--- config.mk ---
export PLATFORM = sky130hd
export DESIGN_NAME = calc_sequencer
export DESIGN_NICKNAME = d
export VERILOG_FILES = /design/src/rtl/calc_sequencer.sv
export SDC_FILE = /design/constraint.sdc
export NUM_CORES = 1
export LEC_CHECK = 0
export ABC_AREA = 1
export CORE_MARGIN = 5
export CORE_UTILIZATION = 50
export DETAILED_ROUTE_END_ITERATION = 10
export PLACE_DENSITY = 0.83
export REMOVE_ABC_BUFFERS = 1
export SYNTH_ARGS = -nofsm -noshare
export SYNTH_HDL_FRONTEND = slang
export SYNTH_SLANG_ARGS = --single-unit
--- constraint.sdc ---
create_clock -name clk -period 2.75 [get_ports clk]
set_input_delay 0.825 -clock clk [delete_from_list [all_inputs] [get_ports clk]]
set_output_delay 0.825 -clock clk [all_outputs]
set_load 0.01 [all_outputs]
--- src/rtl/calc_sequencer.sv ---
// -----------------------------------------------------------------------------
// calc_sequencer
//
// Central control FSM of the calculator datapath. It turns decoded keypad
// events into decimal operands (built in an internal accumulator) and drives
// the load strobes of the A, B, opcode and result holding registers. It also
// starts the ALU, waits for the done/error handshake, and supports chaining
// a new operation onto a shown result.
//
// Handshake: key_valid is a one-cycle strobe that qualifies key_code; there
// is no back-pressure, so a key that is not meaningful in the current state
// is simply dropped. alu_done is a one-cycle pulse qualified by alu_err; it
// is only consumed in S_WAIT.
//
// Ports:
//   clk        in   system clock, rising edge
//   reset      in   asynchronous, active-low reset
//   key_valid  in   key strobe
//   key_code   in   0-9 digit, 10 add, 11 sub, 12 mul, 13 div, 14 =, 15 clear
//   alu_done   in   ALU result valid pulse
//   alu_err    in   qualifies alu_done (error result)
//   d_out      out  operand data to A/B registers
//   a_src_res  out  A register source select (1: result reg, 0: d_out)
//   load_a     out  load strobe, A register
//   load_b     out  load strobe, B register
//   load_op    out  load strobe, opcode register
//   op_code    out  00 add, 01 sub, 10 mul, 11 div
//   load_res   out  load strobe, result register
//   reg_clear  out  synchronous clear to all datapath registers
//   alu_start  out  ALU start pulse
//   busy       out  high in S_EXEC / S_WAIT
//   error      out  high in S_ERR
//   state      out  current state encoding (debug)
//
// Every output is a flop; a key accepted at edge k shows its strobes during
// cycle k+1, and each strobe is exactly one cycle wide.
// -----------------------------------------------------------------------------
module calc_sequencer #(
  parameter int bits        = 8,
  parameter int ALU_TIMEOUT = 15
) (
  input  logic            clk,
  input  logic            reset,
  input  logic            key_valid,
  input  logic [3:0]      key_code,
  input  logic            alu_done,
  input  logic            alu_err,
  output logic [bits-1:0] d_out,
  output logic            a_src_res,
  output logic            load_a,
  output logic            load_b,
  output logic            load_op,
  output logic [1:0]      op_code,
  output logic            load_res,
  output logic            reg_clear,
  output logic            alu_start,
  output logic            busy,
  output logic            error,
  output logic [2:0]      state
);

  // Accumulator arithmetic is done 4 bits wider so acc*10+9 never wraps.
  localparam int AW = bits + 4;
  localparam int TW = $clog2(ALU_TIMEOUT + 1);

  typedef enum logic [2:0] {
    S_A    = 3'b000,
    S_B    = 3'b001,
    S_EXEC = 3'b010,
    S_WAIT = 3'b011,
    S_SHOW = 3'b100,
    S_ERR  = 3'b101
  } state_t;

  state_t          r_state, w_state_nxt;
  logic [bits-1:0] r_acc, w_acc_nxt;
  logic [TW-1:0]   r_timer, w_timer_nxt;
  logic [bits-1:0] r_d_out, w_d_out_nxt;
  logic            r_a_src, w_a_src_nxt;
  logic [1:0]      r_op, w_op_nxt;
  logic            r_load_a, w_load_a_nxt;
  logic            r_load_b, w_load_b_nxt;
  logic            r_load_op, w_load_op_nxt;
  logic            r_load_res, w_load_res_nxt;
  logic            r_reg_clear, w_reg_clear_nxt;
  logic            r_alu_start, w_alu_start_nxt;
  logic            r_busy, w_busy_nxt;
  logic            r_error, w_error_nxt;

  // Key decode
  logic            w_is_digit, w_is_op, w_is_eq, w_is_clr;
  logic [1:0]      w_key_op;
  logic [AW-1:0]   w_acc_mul;
  logic            w_digit_ok;

  assign w_is_digit = key_valid && (key_code <= 4'd9);
  assign w_is_op    = key_valid && (key_code >= 4'd10) && (key_code <= 4'd13);
  assign w_is_eq    = key_valid && (key_code == 4'd14);
  assign w_is_clr   = key_valid && (key_code == 4'd15);
  // Op keys 10..13 map onto opcodes 0..3.
  assign w_key_op   = 2'(key_code - 4'd10);

  assign w_acc_mul  = ({4'b0000, r_acc} * AW'(10)) + {{bits{1'b0}}, key_code};
  // A digit that would push the operand past 2^bits-1 is dropped.
  assign w_digit_ok = (w_acc_mul[AW-1:bits] == '0);

  always_comb begin
    w_state_nxt     = r_state;
    w_acc_nxt       = r_acc;
    w_timer_nxt     = r_timer;
    w_d_out_nxt     = r_d_out;
    w_a_src_nxt     = r_a_src;
    w_op_nxt        = r_op;
    w_load_a_nxt    = 1'b0;
    w_load_b_nxt    = 1'b0;
    w_load_op_nxt   = 1'b0;
    w_load_res_nxt  = 1'b0;
    w_reg_clear_nxt = 1'b0;
    w_alu_start_nxt = 1'b0;

    if (w_is_clr) begin
      // Clear wins in every state, including over a same-edge alu_done,
      // and aborts any operation in flight.
      w_reg_clear_nxt = 1'b1;
      w_acc_nxt       = '0;
      w_a_src_nxt     = 1'b0;
      w_state_nxt     = S_A;
    end else begin
      case (r_state)
        S_A: begin
          if (w_is_digit) begin
            if (w_digit_ok) w_acc_nxt = w_acc_mul[bits-1:0];
          end else if (w_is_op) begin
            w_d_out_nxt   = r_acc;
            w_a_src_nxt   = 1'b0;
            w_load_a_nxt  = 1'b1;
            w_op_nxt      = w_key_op;
            w_load_op_nxt = 1'b1;
            w_acc_nxt     = '0;
            w_state_nxt   = S_B;
          end
        end
        S_B: begin
          if (w_is_digit) begin
            if (w_digit_ok) w_acc_nxt = w_acc_mul[bits-1:0];
          end else if (w_is_op) begin
            // Operator correction: only the opcode changes.
            w_op_nxt      = w_key_op;
            w_load_op_nxt = 1'b1;
          end else if (w_is_eq) begin
            w_d_out_nxt  = r_acc;
            w_load_b_nxt = 1'b1;
            w_acc_nxt    = '0;
            w_state_nxt  = S_EXEC;
          end
        end
        S_EXEC: begin
          w_alu_start_nxt = 1'b1;
          w_timer_nxt     = '0;
          w_state_nxt     = S_WAIT;
        end
        S_WAIT: begin
          if (alu_done) begin
            if (alu_err) begin
              w_state_nxt = S_ERR;
            end else begin
              w_load_res_nxt = 1'b1;
              w_state_nxt    = S_SHOW;
            end
          end else if (r_timer == TW'(ALU_TIMEOUT - 1)) begin
            w_state_nxt = S_ERR;
          end else begin
            w_timer_nxt = r_timer + TW'(1);
          end
        end
        S_SHOW: begin
          if (w_is_digit) begin
            // Starts a fresh operand; A is loaded on the following op key.
            w_acc_nxt   = bits'(key_code);
            w_state_nxt = S_A;
          end else if (w_is_op) begin
            // Chaining: A takes the previous result directly.
            w_a_src_nxt   = 1'b1;
            w_load_a_nxt  = 1'b1;
            w_op_nxt      = w_key_op;
            w_load_op_nxt = 1'b1;
            w_acc_nxt     = '0;
            w_state_nxt   = S_B;
          end
        end
        S_ERR: begin
          // Only clear (handled above) leaves this state.
        end
        default: begin
          w_state_nxt = S_A;
        end
      endcase
    end

    w_busy_nxt  = (w_state_nxt == S_EXEC) || (w_state_nxt == S_WAIT);
    w_error_nxt = (w_state_nxt == S_ERR);
  end

  always_ff @(posedge clk or negedge reset) begin
    if (!reset) begin
      r_state     <= S_A;
      r_acc       <= '0;
      r_timer     <= '0;
      r_d_out     <= '0;
      r_a_src     <= 1'b0;
      r_op        <= 2'b00;
      r_load_a    <= 1'b0;
      r_load_b    <= 1'b0;
      r_load_op   <= 1'b0;
      r_load_res  <= 1'b0;
      r_reg_clear <= 1'b0;
      r_alu_start <= 1'b0;
      r_busy      <= 1'b0;
      r_error     <= 1'b0;
    end else begin
      r_state     <= w_state_nxt;
      r_acc       <= w_acc_nxt;
      r_timer     <= w_timer_nxt;
      r_d_out     <= w_d_out_nxt;
      r_a_src     <= w_a_src_nxt;
      r_op        <= w_op_nxt;
      r_load_a    <= w_load_a_nxt;
      r_load_b    <= w_load_b_nxt;
      r_load_op   <= w_load_op_nxt;
      r_load_res  <= w_load_res_nxt;
      r_reg_clear <= w_reg_clear_nxt;
      r_alu_start <= w_alu_start_nxt;
      r_busy      <= w_busy_nxt;
      r_error     <= w_error_nxt;
    end
  end

  assign d_out     = r_d_out;
  assign a_src_res = r_a_src;
  assign load_a    = r_load_a;
  assign load_b    = r_load_b;
  assign load_op   = r_load_op;
  assign op_code   = r_op;
  assign load_res  = r_load_res;
  assign reg_clear = r_reg_clear;
  assign alu_start = r_alu_start;
  assign busy      = r_busy;
  assign error     = r_error;
  assign state     = r_state;

endmodule

==> Flow_metrics.wiki <==
{| class="wikitable"
! Metric !! Value
|-
| Outcome || completed
|-
| Initial core utilization || 0.513
|-
| Final worst-path cycle share || 0.979
|-
| Fin nets || 418
|-
| Highest metal used || met4
|-
| Total area of multi-input combinational cells || ~1500 µm²
|-
| Kind of end point of the critical path || flip-flop
|-
| Antenna violations before repair || 0
|-
| Max Root-Sink Buffers || 2
|-
| # rows || 25
|-
| WP buf/inv || 1
|-
| Post-detail-place hpwl || 4450 µm
|-
| Slew of the pin with the lowest slew margin || 515 ps
|-
| DIE AREA || 6340 µm²
|-
| WL met1 || 2710 µm
|-
| Layout Area Growth over Synthesis || 32.0%
|-
| Worst hold path type || flip-flop to flip-flop
|-
| Synth warn || 0
|-
| Buffer cell driving the clock tree root || clkbuf_8
|-
| Number of clock buffers inserted by TritonCTS || 5
|-
| Startpoint types || input pin
|-
| Cell Count, Final, Fillers Out || 458
|-
| Width of the die || around 80 µm
|-
| Post-DR wirelength/cell || 13.4 µm
|-
| Achievable frequency || 371 MHz
|-
| Endpoint required time on the critical path || roughly 3000 ps
|-
| Overall power of the completed layout || 3.71 mW
|-
| Endpoint arrival time on the critical path || 2860 ps
|-
| Final Max Tran Viols || 0
|-
| Gate count after technology mapping || 327
|-
| Placement-stage cell area || between 2000 and 3000 µm²
|-
| Shortest clock period the worst path allows after layout || 2690 ps
|-
| Cell area power density || around 1200 nW/µm²
|-
| Global routing usage summed across all routing layers || 0.188
|-
| Final WL || between 6000 and 7000 µm
|-
| Number of placed cells counting well taps || about 440
|-
| Critical path, cell by cell || clkdlybuf4s50_1 > ha_1 > nand3_1 > nand3_1 > nand2_2 > nor2_4 > nand2_2 > nand2_4 > nand3_4 > o211ai_1 > nand2_1 > nand2_1 > nand2_1
|-
| DRT iter0 DRCs || 200
|-
| Maximum vdd ir drop || 0.833 mV
|-
| Number of clock sinks || 34
|-
| Area taken by flip-flops and latches || 852 µm²
|-
| Standard cell with the maximum stage delay on the critical path || clkdlybuf4s50_1
|-
| Clock network latency to the later pin of the worst-skew pair || 290 ps
|-
| GP Congestion || a little under 0.9
|-
| Count of unresolved DRC violations after routing || 0
|-
| Ratio of cells with drive above 1 in the final layout || 0.179
|-
| Vias in the first global route || 2162
|-
| CTS tree || yes
|-
| Setup Viol. Count Final || 0
|-
| CTS H-Tree Depth || 2
|-
| Most frequent cell on the critical path || nand2_1
|-
| Count of maximum capacitance violations || 0
|-
| Worst setup path class || input pin to flip-flop
|-
| Final worst clock skew || 11.0 ps
|-
| Maximum fanout encountered on the critical timing path || 5
|-
| Kind of cell adding the most delay to the critical path || simple AND/OR/NAND/NOR gates
|-
| Register bit total from synthesis || 34
|-
| Count of vias placed by the detailed router || 2442
|-
| Longest individual stage delay on the worst path || 480 ps
|-
| Antenna diode count || 0
|-
| Number of hold violations in the final report || 0
|-
| Area of the core || approximately 4700 µm²
|-
| Clock transition time at the flip-flop clock pins of the worst setup and hold paths || around 80 ps
|-
| Die boundary height || ~80 µm
|-
| I/O pin count || 31
|-
| Area of the mapped netlist || 2420 µm²
|-
| I/O Buffers || 30
|-
| Fill cell total of the finished layout || 363
|-
| Post-route setup TNS || 0 ps
|-
| Post-Synthesis Mean Instance Area || about 7.4 µm²
|-
| Final hold slack || between 400 and 500 ps
|-
| Pin count of the biggest net entering global routing || 35
|-
| Met3 wire len || 407 µm
|-
| Final standard cell area without fillers || 3200 µm²
|-
| Routed Antenna Nets || 0
|-
| Congestion Overflow GR || 0
|-
| Cell variety after synth || 34
|-
| First-pass GRT wire length || 9530 µm
|-
| Drt pass-1 iters || 5
|-
| Most common library cell in the layout ignoring fill and taps || nand2_1
|-
| Vias per inst || 5.33
|-
| Static Leak || 1.61 nW
|-
| Remaining max-slew budget at the tightest pin || 0.653
|-
| Routed wire length on met2 || about 3000 µm
|-
| Sequential element share of the synthesized area || 0.351
|-
| Leading cell types in the layout, fill and taps excluded || nand2_1 (76), inv_1 (48), nor2_1 (38), dfrtp_1 (33), clkdlybuf4s50_1 (29)
|}
[worst paths after layout]
check | start | end | slack [ps] | depth (start not counted)
max | key_code[2] | r_acc[4] | 60 | 13
min | op_code[1] | op_code[1] | 490 | 2
max reg2reg | r_acc[1] | r_acc[4] | 70 | 14
min reg2reg | op_code[1] | op_code[1] | 490 | 2
max in group asynchronous | reset | r_acc[2] | 1490 | 2
min in group asynchronous | reset | d_out[0] | 950 | 2
[flip-flops by register name, summed over array words and instances, names as in the netlist]
| signal | cells |
|---|---|
| reg_clear | 1 |
| state | 3 |
| error | 1 |
| load_a | 1 |
| load_b | 1 |
| r_timer | 4 |
| alu_start | 1 |
| d_out | 8 |
| op_code | 2 |
| a_src_res | 1 |
| busy | 1 |
| load_res | 1 |
| load_op | 1 |
| r_acc | 8 |
[worst reg2reg max path, delay by kind of cell, from the launching register on]
| kind | cells | cell delay, ps |
|---|---|---|
| buffers and inverters | 1 | 50 |
| AND/OR/NAND/NOR | 9 | 840 |
| AO/OA/AOI/OAI | 1 | 240 |
| adder cells (fa/ha/maj) | 3 | 1020 |
| flip-flops | 1 | 410 |
[power by group]
part / internal (mW) / switching [mW]
clock network: 0.201 / 0.183
logic: 1.09 / 1.41
registers: 0.679 / 0.142
[cells in the mapped netlist]
library cell | number | share of area
dfrtp_1 | 34 | 0.35
a311oi_1 | 1 | 0.0036
nor4_1 | 3 | 0.0077
inv_1 | 49 | 0.076
nand2_2 | 3 | 0.0077
nor2_8 | 2 | 0.017
o21ai_0 | 13 | 0.027
nor2_4 | 1 | 0.0046
ha_1 | 17 | 0.088
nand2_4 | 1 | 0.0046
nor2_2 | 3 | 0.0077
a21oi_1 | 23 | 0.047
buf_2 | 2 | 0.0041
o31ai_4 | 1 | 0.0088
xor2_1 | 5 | 0.018
nor3_1 | 1 | 0.0021
nand3_2 | 2 | 0.0083
or2_2 | 1 | 0.0026
and2_1 | 1 | 0.0026
o211ai_1 | 2 | 0.0062
o21a_2 | 1 | 0.0036
nor2_1 | 38 | 0.059
nand3b_1 | 1 | 0.0031
a31oi_1 | 1 | 0.0026
xnor2_1 | 3 | 0.011
a41oi_1 | 1 | 0.0036
nand2_1 | 79 | 0.12
nand3_4 | 1 | 0.0072
buf_4 | 1 | 0.0031
inv_2 | 2 | 0.0031
or2_0 | 1 | 0.0026
fa_1 | 2 | 0.017
nand4_1 | 8 | 0.021
nand3_1 | 23 | 0.047
[logic make-up (layout without fill, tap and decap cells)]
family | Yosys count | after routing | share of synthesized area
buf+inv | 54 | 116 | 0.0862
xor+xnor | 8 | 8 | 0.0289
simple gates | 169 | 171 | 0.327
flops | 34 | 34 | 0.351
fa+ha+maj | 19 | 19 | 0.104
compound gates | 43 | 43 | 0.103
[metrics by stage]
stage | util | setup WS (ps)
after floorplan | - | 179
after global placement | 0.628 | -208
after detailed placement | 0.628 | -279
after CTS | 0.648 | 17.1
after global routing | 0.677 | -85.2
final | 0.677 | 57.2
[timing repair]
action	4_1_cts	5_1_grt
hold buffers	0	0
gates resized for setup	0	19
endpoints found under the setup margin	0	8
buffers inserted	0	5
[cell type report]
class	count	area share
clock buffer	6	0.0258
clock inverter	2	0.00391
inverter	51	0.0598
multi-input combinational	241	0.456
sequential	34	0.266
tap	67	0.0262
timing repair buffer	57	0.162
[metal layers]
layer	up-vias	track usage
li1	1186	-
met1	1116	0.247
met2	120	0.315
met3	20	0.0372
met4	0	0.0481
met5	-	0
(Power assumes the default switching activity.)
